===== src/rtl/serial_image_loader.sv =====
// Serial image loader: receives 8N1 frames on rx_in and writes each byte into the data RAM
// at consecutive addresses, then hands the RAM over to the processor once the image is complete.
module serial_image_loader #(
    parameter int CLKS_PER_BIT = 16,
    parameter int ADDR_W       = 16,
    parameter int IMG_BYTES    = 65536
) (
    input  logic              clk,
    input  logic              rst,
    input  logic              start_load,
    input  logic              rx_in,
    output logic              ram_we,
    output logic [ADDR_W-1:0] ram_addr,
    output logic [7:0]        ram_wdata,
    output logic              busy,
    output logic              load_done,
    output logic              frame_err,
    output logic              proc_select
);

    typedef enum logic [2:0] {
        IDLE,
        WAIT_START,
        START_BIT,
        DATA,
        STOP,
        WRITE,
        DONE
    } state_t;

    localparam int TW = (CLKS_PER_BIT > 1) ? $clog2(CLKS_PER_BIT) : 1;
    localparam logic [TW-1:0]   HALF_M1  = TW'(CLKS_PER_BIT / 2 - 1);
    localparam logic [TW-1:0]   FULL_M1  = TW'(CLKS_PER_BIT - 1);
    localparam logic [ADDR_W:0] LAST_CNT = (ADDR_W + 1)'(IMG_BYTES - 1);

    state_t          state;
    state_t          next_state;
    logic            rx_meta;
    logic            rx_s;
    logic            armed;
    logic [TW-1:0]   timer;
    logic [2:0]      bit_cnt;
    logic [7:0]      shift_reg;
    logic [ADDR_W:0] count;
    logic            half_hit;
    logic            full_hit;
    logic            load_go;
    logic            write_go;
    logic            frame_bad;

    assign half_hit = (timer == HALF_M1);
    assign full_hit = (timer == FULL_M1);

    always_ff @(posedge clk) begin
        if (rst) begin
            rx_meta <= 1'b1;
            rx_s    <= 1'b1;
        end else begin
            rx_meta <= rx_in;
            rx_s    <= rx_meta;
        end
    end

    always_ff @(posedge clk) begin
        if (rst) begin
            state <= IDLE;
        end else begin
            state <= next_state;
        end
    end

    always_comb begin
        next_state = state;
        load_go    = 1'b0;
        write_go   = 1'b0;
        frame_bad  = 1'b0;
        case (state)
            IDLE: begin
                if (start_load) begin
                    next_state = WAIT_START;
                    load_go    = 1'b1;
                end
            end
            WAIT_START: begin
                if (!rx_s && armed) begin
                    next_state = START_BIT;
                end
            end
            START_BIT: begin
                if (half_hit) begin
                    next_state = rx_s ? WAIT_START : DATA;
                end
            end
            DATA: begin
                if (full_hit && (bit_cnt == 3'd7)) begin
                    next_state = STOP;
                end
            end
            STOP: begin
                if (full_hit) begin
                    if (rx_s) begin
                        next_state = WRITE;
                        write_go   = 1'b1;
                    end else begin
                        next_state = WAIT_START;
                        frame_bad  = 1'b1;
                    end
                end
            end
            WRITE: begin
                next_state = (count == LAST_CNT) ? DONE : WAIT_START;
            end
            DONE: begin
                next_state = IDLE;
            end
            default: begin
                next_state = IDLE;
            end
        endcase
    end

    // A bad stop bit leaves the line low; armed blocks that low level from
    // being mistaken for a fresh start bit until the line has returned high.
    always_ff @(posedge clk) begin
        if (rst) begin
            ram_we      <= 1'b0;
            ram_addr    <= '0;
            ram_wdata   <= '0;
            busy        <= 1'b0;
            load_done   <= 1'b0;
            frame_err   <= 1'b0;
            proc_select <= 1'b1;
            armed       <= 1'b1;
            timer       <= '0;
            bit_cnt     <= '0;
            shift_reg   <= '0;
            count       <= '0;
        end else begin
            ram_we <= write_go;
            if (frame_bad) begin
                armed <= 1'b0;
            end else if (rx_s) begin
                armed <= 1'b1;
            end
            case (state)
                IDLE: begin
                    if (load_go) begin
                        count       <= '0;
                        frame_err   <= 1'b0;
                        load_done   <= 1'b0;
                        busy        <= 1'b1;
                        proc_select <= 1'b0;
                    end
                end
                WAIT_START: begin
                    timer <= '0;
                end
                START_BIT: begin
                    bit_cnt <= '0;
                    timer   <= half_hit ? '0 : timer + TW'(1);
                end
                DATA: begin
                    if (full_hit) begin
                        timer     <= '0;
                        shift_reg <= {rx_s, shift_reg[7:1]};
                        bit_cnt   <= bit_cnt + 3'd1;
                    end else begin
                        timer <= timer + TW'(1);
                    end
                end
                STOP: begin
                    if (full_hit) begin
                        timer <= '0;
                        if (rx_s) begin
                            ram_addr  <= count[ADDR_W-1:0];
                            ram_wdata <= shift_reg;
                        end else begin
                            frame_err <= 1'b1;
                        end
                    end else begin
                        timer <= timer + TW'(1);
                    end
                end
                WRITE: begin
                    count <= count + 1'b1;
                end
                DONE: begin
                    load_done   <= 1'b1;
                    busy        <= 1'b0;
                    proc_select <= 1'b1;
                end
                default: begin
                    timer <= '0;
                end
            endcase
        end
    end

endmodule


===== config.mk =====
export PLATFORM = sky130hd
export DESIGN_NAME = serial_image_loader
export DESIGN_NICKNAME = d
export VERILOG_FILES = /design/src/rtl/serial_image_loader.sv
export SDC_FILE = /design/constraint.sdc
export NUM_CORES = 1
export LEC_CHECK = 0
export BUFFER_PORTS_ARGS = -buffer_cell sky130_fd_sc_hd__clkbuf_2
export CELL_PAD_IN_SITES_DETAIL_PLACEMENT = 0
export CELL_PAD_IN_SITES_GLOBAL_PLACEMENT = 1
export CORE_ASPECT_RATIO = 0.9
export CORE_MARGIN = 10
export CORE_UTILIZATION = 30
export DETAILED_ROUTE_END_ITERATION = 10
export PLACE_DENSITY = 0.63
export SYNTH_ARGS = -nofsm -noshare
export SYNTH_HDL_FRONTEND = slang
export SYNTH_SLANG_ARGS = --single-unit

===== constraint.sdc =====
create_clock -name clk -period 1.85 [get_ports clk]
set_clock_uncertainty 0.15 [all_clocks]
set_input_delay 0.0925 -clock clk [delete_from_list [all_inputs] [get_ports clk]]
set_output_delay 0.0925 -clock clk [all_outputs]
set_load 0.005 [all_outputs]

==> flow_metrics.tcl, run 1 <==
set metrics [dict create \
    status "finished with violations" \
    violations "setup timing" \
    ys_types 56 \
    power_uw 4280 \
    drt_wl_total_mm 8.06 \
    drt_iter0_drc 142 \
    diodes 0 \
    nets 456 \
    grt_pass1_wl_mm 13.6 \
    gp_congestion 0.846 \
    grt_usage_pct 11.2 \
    syn_nets 379 \
    vias 2794 \
    first_global_vias 2773 \
    die_y_um 116 \
    cts_max_path_buffers 2 \
    netlist_instances 370 \
    hold_violations 0 \
    cp_cell_sequence "nand4_1 -> or2_4 -> nor4_4 -> ha_2 -> nand3b_1 -> a21oi_1 -> a21oi_1 -> o31ai_1" \
    finalSetupViolCount 4 \
    die_w_um 126 \
    path_common_cell "a21oi_1" \
    cp-start-kind "flip-flop" \
    cts-root-buf "clkbuf_16" \
    setup_slack_ns -0.0507 \
    rows 34 \
    vias_per_cell 4.83 \
    drtAntennaViolNets 0 \
    regMostFlops "count" \
    fin_cells 578 \
    synth.ff_latch_count 67 \
    critical-path-top-delay-family "simple AND/OR/NAND/NOR gates" \
    synth_edf_count 0 \
    power_density_nw_per_um2 1040 \
    syn_area_sq_um 3060 \
    final_area_sq_um 4120 \
    syn2layout_area_growth_pct 34.8 \
    grt_max_degree 33 \
    maxSlewViolCount 0 \
    critical_path.max_stage_delay_ns 0.32 \
    critPathSlowestCell "dfxtp_2" \
    setup-tns-final_ns -0.155 \
    drive_above_1_share_pct 29.6 \
    cts_buffers 9 \
    antenna_found_initial 0 \
    largest_reg_flops 17 \
    hold_path.class "primary input to flip-flop" \
    die-area_sq_um 14600 \
    async_flop_share_pct 0 \
    portBuffers 32 \
    clk_pin_slew_ns 0.06 \
    arrival_ns 1.99 \
    drc 0 \
    fin_crit_ns 1.90 \
    max_cap_viol_count 0 \
    overflow 0 \
    first_pass_iters 4 \
    p_leak_uw 0.00172 \
    dpl_cell_area_sq_um 3710 \
    h-tree-depth 3 \
    rsz0062_at_grt "true" \
    clkLatencyLatePin_ns 0.34 \
    peakVddDrop_uv 397 \
    yosysWarnings 0 \
    cp_max_fo 4 \
    routedWlPerCell_um 13.9 \
    cp_data_required_time_ns 1.94 \
    top_regs "count (17), ram_addr (16)" \
    cp_num_buf_inv 0 \
    critPathKind "flip-flop to flip-flop" \
    synth.yosys.seq_area_share_pct 43.9 \
    ios 33 \
    synth-main-ff-cell "dfxtp_1" \
    timing.final.crit_share_pct 103 \
    core_sq_um 9830 \
    max_slew_margin_pct 55.7 \
    cts_sinks 67 \
    cts_tree "yes" \
    max_freq_mhz 526 \
    end_kind "flip-flop" \
    worst_slew_pin_slew_ns 0.664 \
    place_inst 560 \
    hpwl_mm 5.71 \
    initial_core_util_pct 31.1 \
    avgSynthCellArea_sq_um 8.26 \
]
## cells in the mapped netlist, drive strengths merged, types with 2 or more instances
| master | number | area (sq um) |
|---|---|---|
| dfxtp | 67 | 1340 |
| or2 | 4 | 25.0 |
| o32ai | 2 | 17.5 |
| a41oi | 2 | 17.5 |
| nor2 | 36 | 138 |
| o21bai | 2 | 15.0 |
| o22ai | 2 | 12.5 |
| and2 | 2 | 12.5 |
| nand4 | 6 | 37.5 |
| or3b | 2 | 17.5 |
| nand3b | 4 | 42.5 |
| a31oi | 2 | 12.5 |
| inv | 7 | 26.3 |
| a211oi | 3 | 22.5 |
| nand2b | 5 | 31.3 |
| a211o | 3 | 26.3 |
| mux2i | 9 | 90.1 |
| clkbuf | 14 | 52.6 |
| buf | 11 | 65.1 |
| ha | 5 | 62.6 |
| nor2b | 10 | 62.6 |
| o21a | 2 | 15.0 |
| and3 | 6 | 37.5 |
| nand2 | 65 | 244 |
| mux2 | 5 | 56.3 |
| a31o | 2 | 17.5 |
| a21oi | 46 | 230 |
| nand3 | 8 | 40.0 |
| or3 | 2 | 12.5 |
| a311oi | 2 | 17.5 |
| nor4 | 5 | 37.5 |
| nor3b | 4 | 35.0 |
| nor3 | 6 | 30.0 |
| o21ai | 7 | 35.0 |
## report_power, final
part | switching, uW | internal (uW) | leakage (uW)
Clock | 673 | 1190 | 0.000156
Combinational | 455 | 385 | 0.00102
Sequential | 72.3 | 1500 | 0.000545
## per-layer routing
layer / up-vias / wire [um] / track usage [%]
li1: 1446 / - / -
met2: 43 / 3430 / 16.7
met3: 18 / 373 / 3.11
met5: - / 0 / 0
met4: 0 / 191 / 6.14
met1: 1287 / 4070 / 14.4
## tightest hold or removal path: cells and delay by family
kind                   cells  cell delay, ns
buffers and inverters      1            0.11
AND/OR/NAND/NOR            1            0.22
AO/OA/AOI/OAI              2            0.18
## path summary, 6_finish.rpt
path | startpoint | depth (start not counted) | end | slack (ns)
worst min-delay path | start_load | 4 | proc_select | 0.16
worst max-delay path | count[10] | 8 | state[2] | -0.05
worst max register to register | count[10] | 8 | state[2] | -0.05
worst min register to register | rx_meta | 1 | rx_s | 0.26
## through the flow
step                      worst slack [ns]  utilization (%)  hold WS [ns]
after CTS                          -0.0648             41.5         0.167
after global routing                -0.177             41.9         0.183
final                              -0.0507             41.9         0.162
after detailed placement           -0.0768             37.8         0.132
after global placement             -0.0375             37.8         0.125
after floorplan                   -0.00725                -        0.0463
## kinds of logic after synthesis
| group | count (synthesis) | synth area share [%] |
|---|---|---|
| AO/OA/AOI/OAI | 81 | 16.3 |
| flip-flops | 67 | 43.9 |
| XOR/XNOR | 1 | 0.287 |
| multiplexers | 14 | 4.79 |
| AND/OR/NAND/NOR | 170 | 28.0 |
| buffers and inverters | 32 | 4.71 |
| adder cells (fa/ha/maj) | 5 | 2.05 |
## cell usage in the layout (no fill, tap or decap), drive strengths merged, types with 4 or more instances in the layout
cell    netlist  final
nand3b        4      4
buf          11     58
ha            5      5
a21oi        46     46
nand2b        5      5
nor4          5      5
nand2        65     65
nor2         36     36
nand3         8      8
mux2i         9      9
nor3b         4      4
nand4         6      6
dfxtp        67     67
nor3          6      6
nor2b        10     10
mux2          5      5
inv           7      9
clkbuf       14     41
or2           4      4
and3          6      6
o21ai         7      7
## cell type report
cell class | count | area (sq um)
sequential | 67 | 1350
clock inverter | 7 | 98.8
tap | 126 | 158
inverter | 7 | 26.3
multi-input combinational | 271 | 1640
fill | 961 | 5710
clock buffer | 9 | 225
timing repair buffer | 91 | 618
## repair_timing
item / CTS / global route
resized for setup: 8 / 7
hold endpoints to repair: 1 / 0
pin swaps: 2 / 2
gates cloned: 0 / 0
setup endpoints to repair: 3 / 38
buffers inserted: 0 / 1
hold buffers: 1 / 0
No activity file was read; power rests on OpenSTA's default activity.
==> inputs of run 2 (changes only) <==
PLACE_DENSITY = 0.61   (was 0.63)
SETUP_SLACK_MARGIN = 0.3   (was default)
clock period = 2.2 ns   (was 1.85 ns; I/O delays follow)
==> run 2 against run 1 <==
  * The flow now finishes without violations
  * Non-clock buffer count fell by 26
  * Register-to-register slack better by 0.33 ns
  * Combinational power is 22% lower
  * Critical path depth is 3 lower
  * Wire length down 2.5%
  * Power shrank 19%
  * Largest cell class unchanged
==> flow_metrics.tcl, run 2 (synthesis gave the netlist of run 1 again) <==
set metrics [dict create \
    peakVddDrop_uv 342 \
    gp_congestion 0.821 \
    cp_data_required_time_ns 2.27 \
    cp_max_fo 7 \
    drive_above_1_share_pct 28.4 \
    hpwl_mm 5.33 \
    cts_max_path_buffers 2 \
    cts_sinks 67 \
    setup-tns-final_ns 0 \
    ios 33 \
    utilization_pct 40.5 \
    core_sq_um 9830 \
    worst_slew_pin_slew_ns 0.825 \
    routedWlPerCell_um 14.2 \
    combPwrFrac_pct 18.7 \
    first_global_vias 2514 \
    die_w_um 126 \
    cts_tree "yes" \
    die_y_um 116 \
    largest_reg_flops 17 \
    drtAntennaViolNets 0 \
    drt_iter0_drc 225 \
    vias_per_cell 4.91 \
    top_regs "count (17), ram_addr (16)" \
    finalSetupViolCount 0 \
    grt_max_degree 41 \
    critPathKind "flip-flop to flip-flop" \
    end_kind "flip-flop" \
    place_inst 527 \
    drt_wl_total_mm 7.86 \
    drc 0 \
    rsz0062_at_grt "true" \
    fin_crit_ns 1.92 \
    max_slew_margin_pct 45.0 \
    p_leak_uw 0.00156 \
    hold_depth 4 \
    seq_power_share_pct 38.4 \
    switching_share_pct 28.4 \
    final_cell_mix "nand2_1 (65), dfxtp_1 (51), a21oi_1 (44)" \
    initial_core_util_pct 31.1 \
    p_int_uw 2500 \
    max_cap_viol_count 0 \
    syn2layout_area_growth_pct 30.2 \
    first_pass_iters 5 \
    maxSlewViolCount 0 \
    fin_cells 552 \
    nets 430 \
    h-tree-depth 3 \
    grt_usage_pct 10.7 \
    status "completed" \
    die-area_sq_um 14600 \
    portBuffers 32 \
    antenna_found_initial 0 \
    hold_path.class "primary input to flip-flop" \
    regMostFlops "count" \
    power_frac_clock_pct 42.9 \
    netSwitchingPower_uw 991 \
    final_common_cell "nand2_1" \
    grt_pass1_wl_mm 12.8 \
    clk_pin_slew_ns 0.06 \
    rows 34 \
    power_density_nw_per_um2 876 \
    overflow 0 \
    cp-start-kind "flip-flop" \
    vias 2710 \
    arrival_ns 1.99 \
    clkLatencyLatePin_ns 0.33 \
    cts-root-buf "clkbuf_16" \
    cts_buffers 9 \
    diodes 0 \
    reg2regPathDepth 5 \
    hold_violations 0 \
    timing.final.crit_share_pct 87.2 \
    max_freq_mhz 521 \
]
-- run 2: path summary, 6_finish.rpt --
check / start / endpoint / slack [ns]
worst min-delay path: start_load / proc_select / 0.19
worst max-delay path: count[7] / count[15] / 0.28
worst min register to register: rx_meta / rx_s / 0.26
worst max register to register: count[7] / count[15] / 0.28
-- run 2: area by class of cell --
type	instances	area, sq um
fill	982	5850
sequential	67	1380
clock buffer	11	253
inverter	7	26.3
tap	126	158
clock inverter	5	61.3
timing repair buffer	65	423
multi-input combinational	271	1680
-- run 2: through the flow --
step / worst slack, ns / cell area, sq um / total power [uW] / hold slack, ns
after detailed placement: 0.148 / 3460 / 1970 / 0.149
final: 0.281 / 3980 / 3490 / 0.188
after floorplan: 0.341 / 3070 / 1780 / 0.0638
after global routing: 0.161 / 3980 / 3660 / 0.217
after global placement: 0.185 / 3460 / 1970 / 0.145
after CTS: 0.220 / 3840 / 3530 / 0.180
-- run 2: worst max-delay path, cell delays in order (launching register included) --
cell and delay (ns):
dfxtp_4 0.37, nand4_1 0.13, or2_4 0.30, buf_4 0.15, nor4_2 0.35, mux2_2 0.37
-- run 2: layer usage --
layer	track usage (%)	routed length, um
met1	14.2	3860
met2	15.6	3410
met3	3.01	458
met4	4.78	126
met5	0	0
-- run 2: timing repair --
item | 4_1_cts | 5_1_grt
resized for setup | 10 | 28
cloned | 0 | 0
hold endpoints to repair | 1 | 0
setup endpoints to repair | 20 | 44
pin swaps | 1 | 9
hold buffers | 1 | 0
buffers inserted | 1 | 7
-- run 2: power groups by stage --
stage               registers [uW]  logic [uW]  clock network [uW]
detailed placement            1360         610                   0
finish                        1340         653                1500
global placement              1360         610                   0
floorplan                     1330         452                   0
CTS                           1340         645                1540
global route                  1350         732                1580
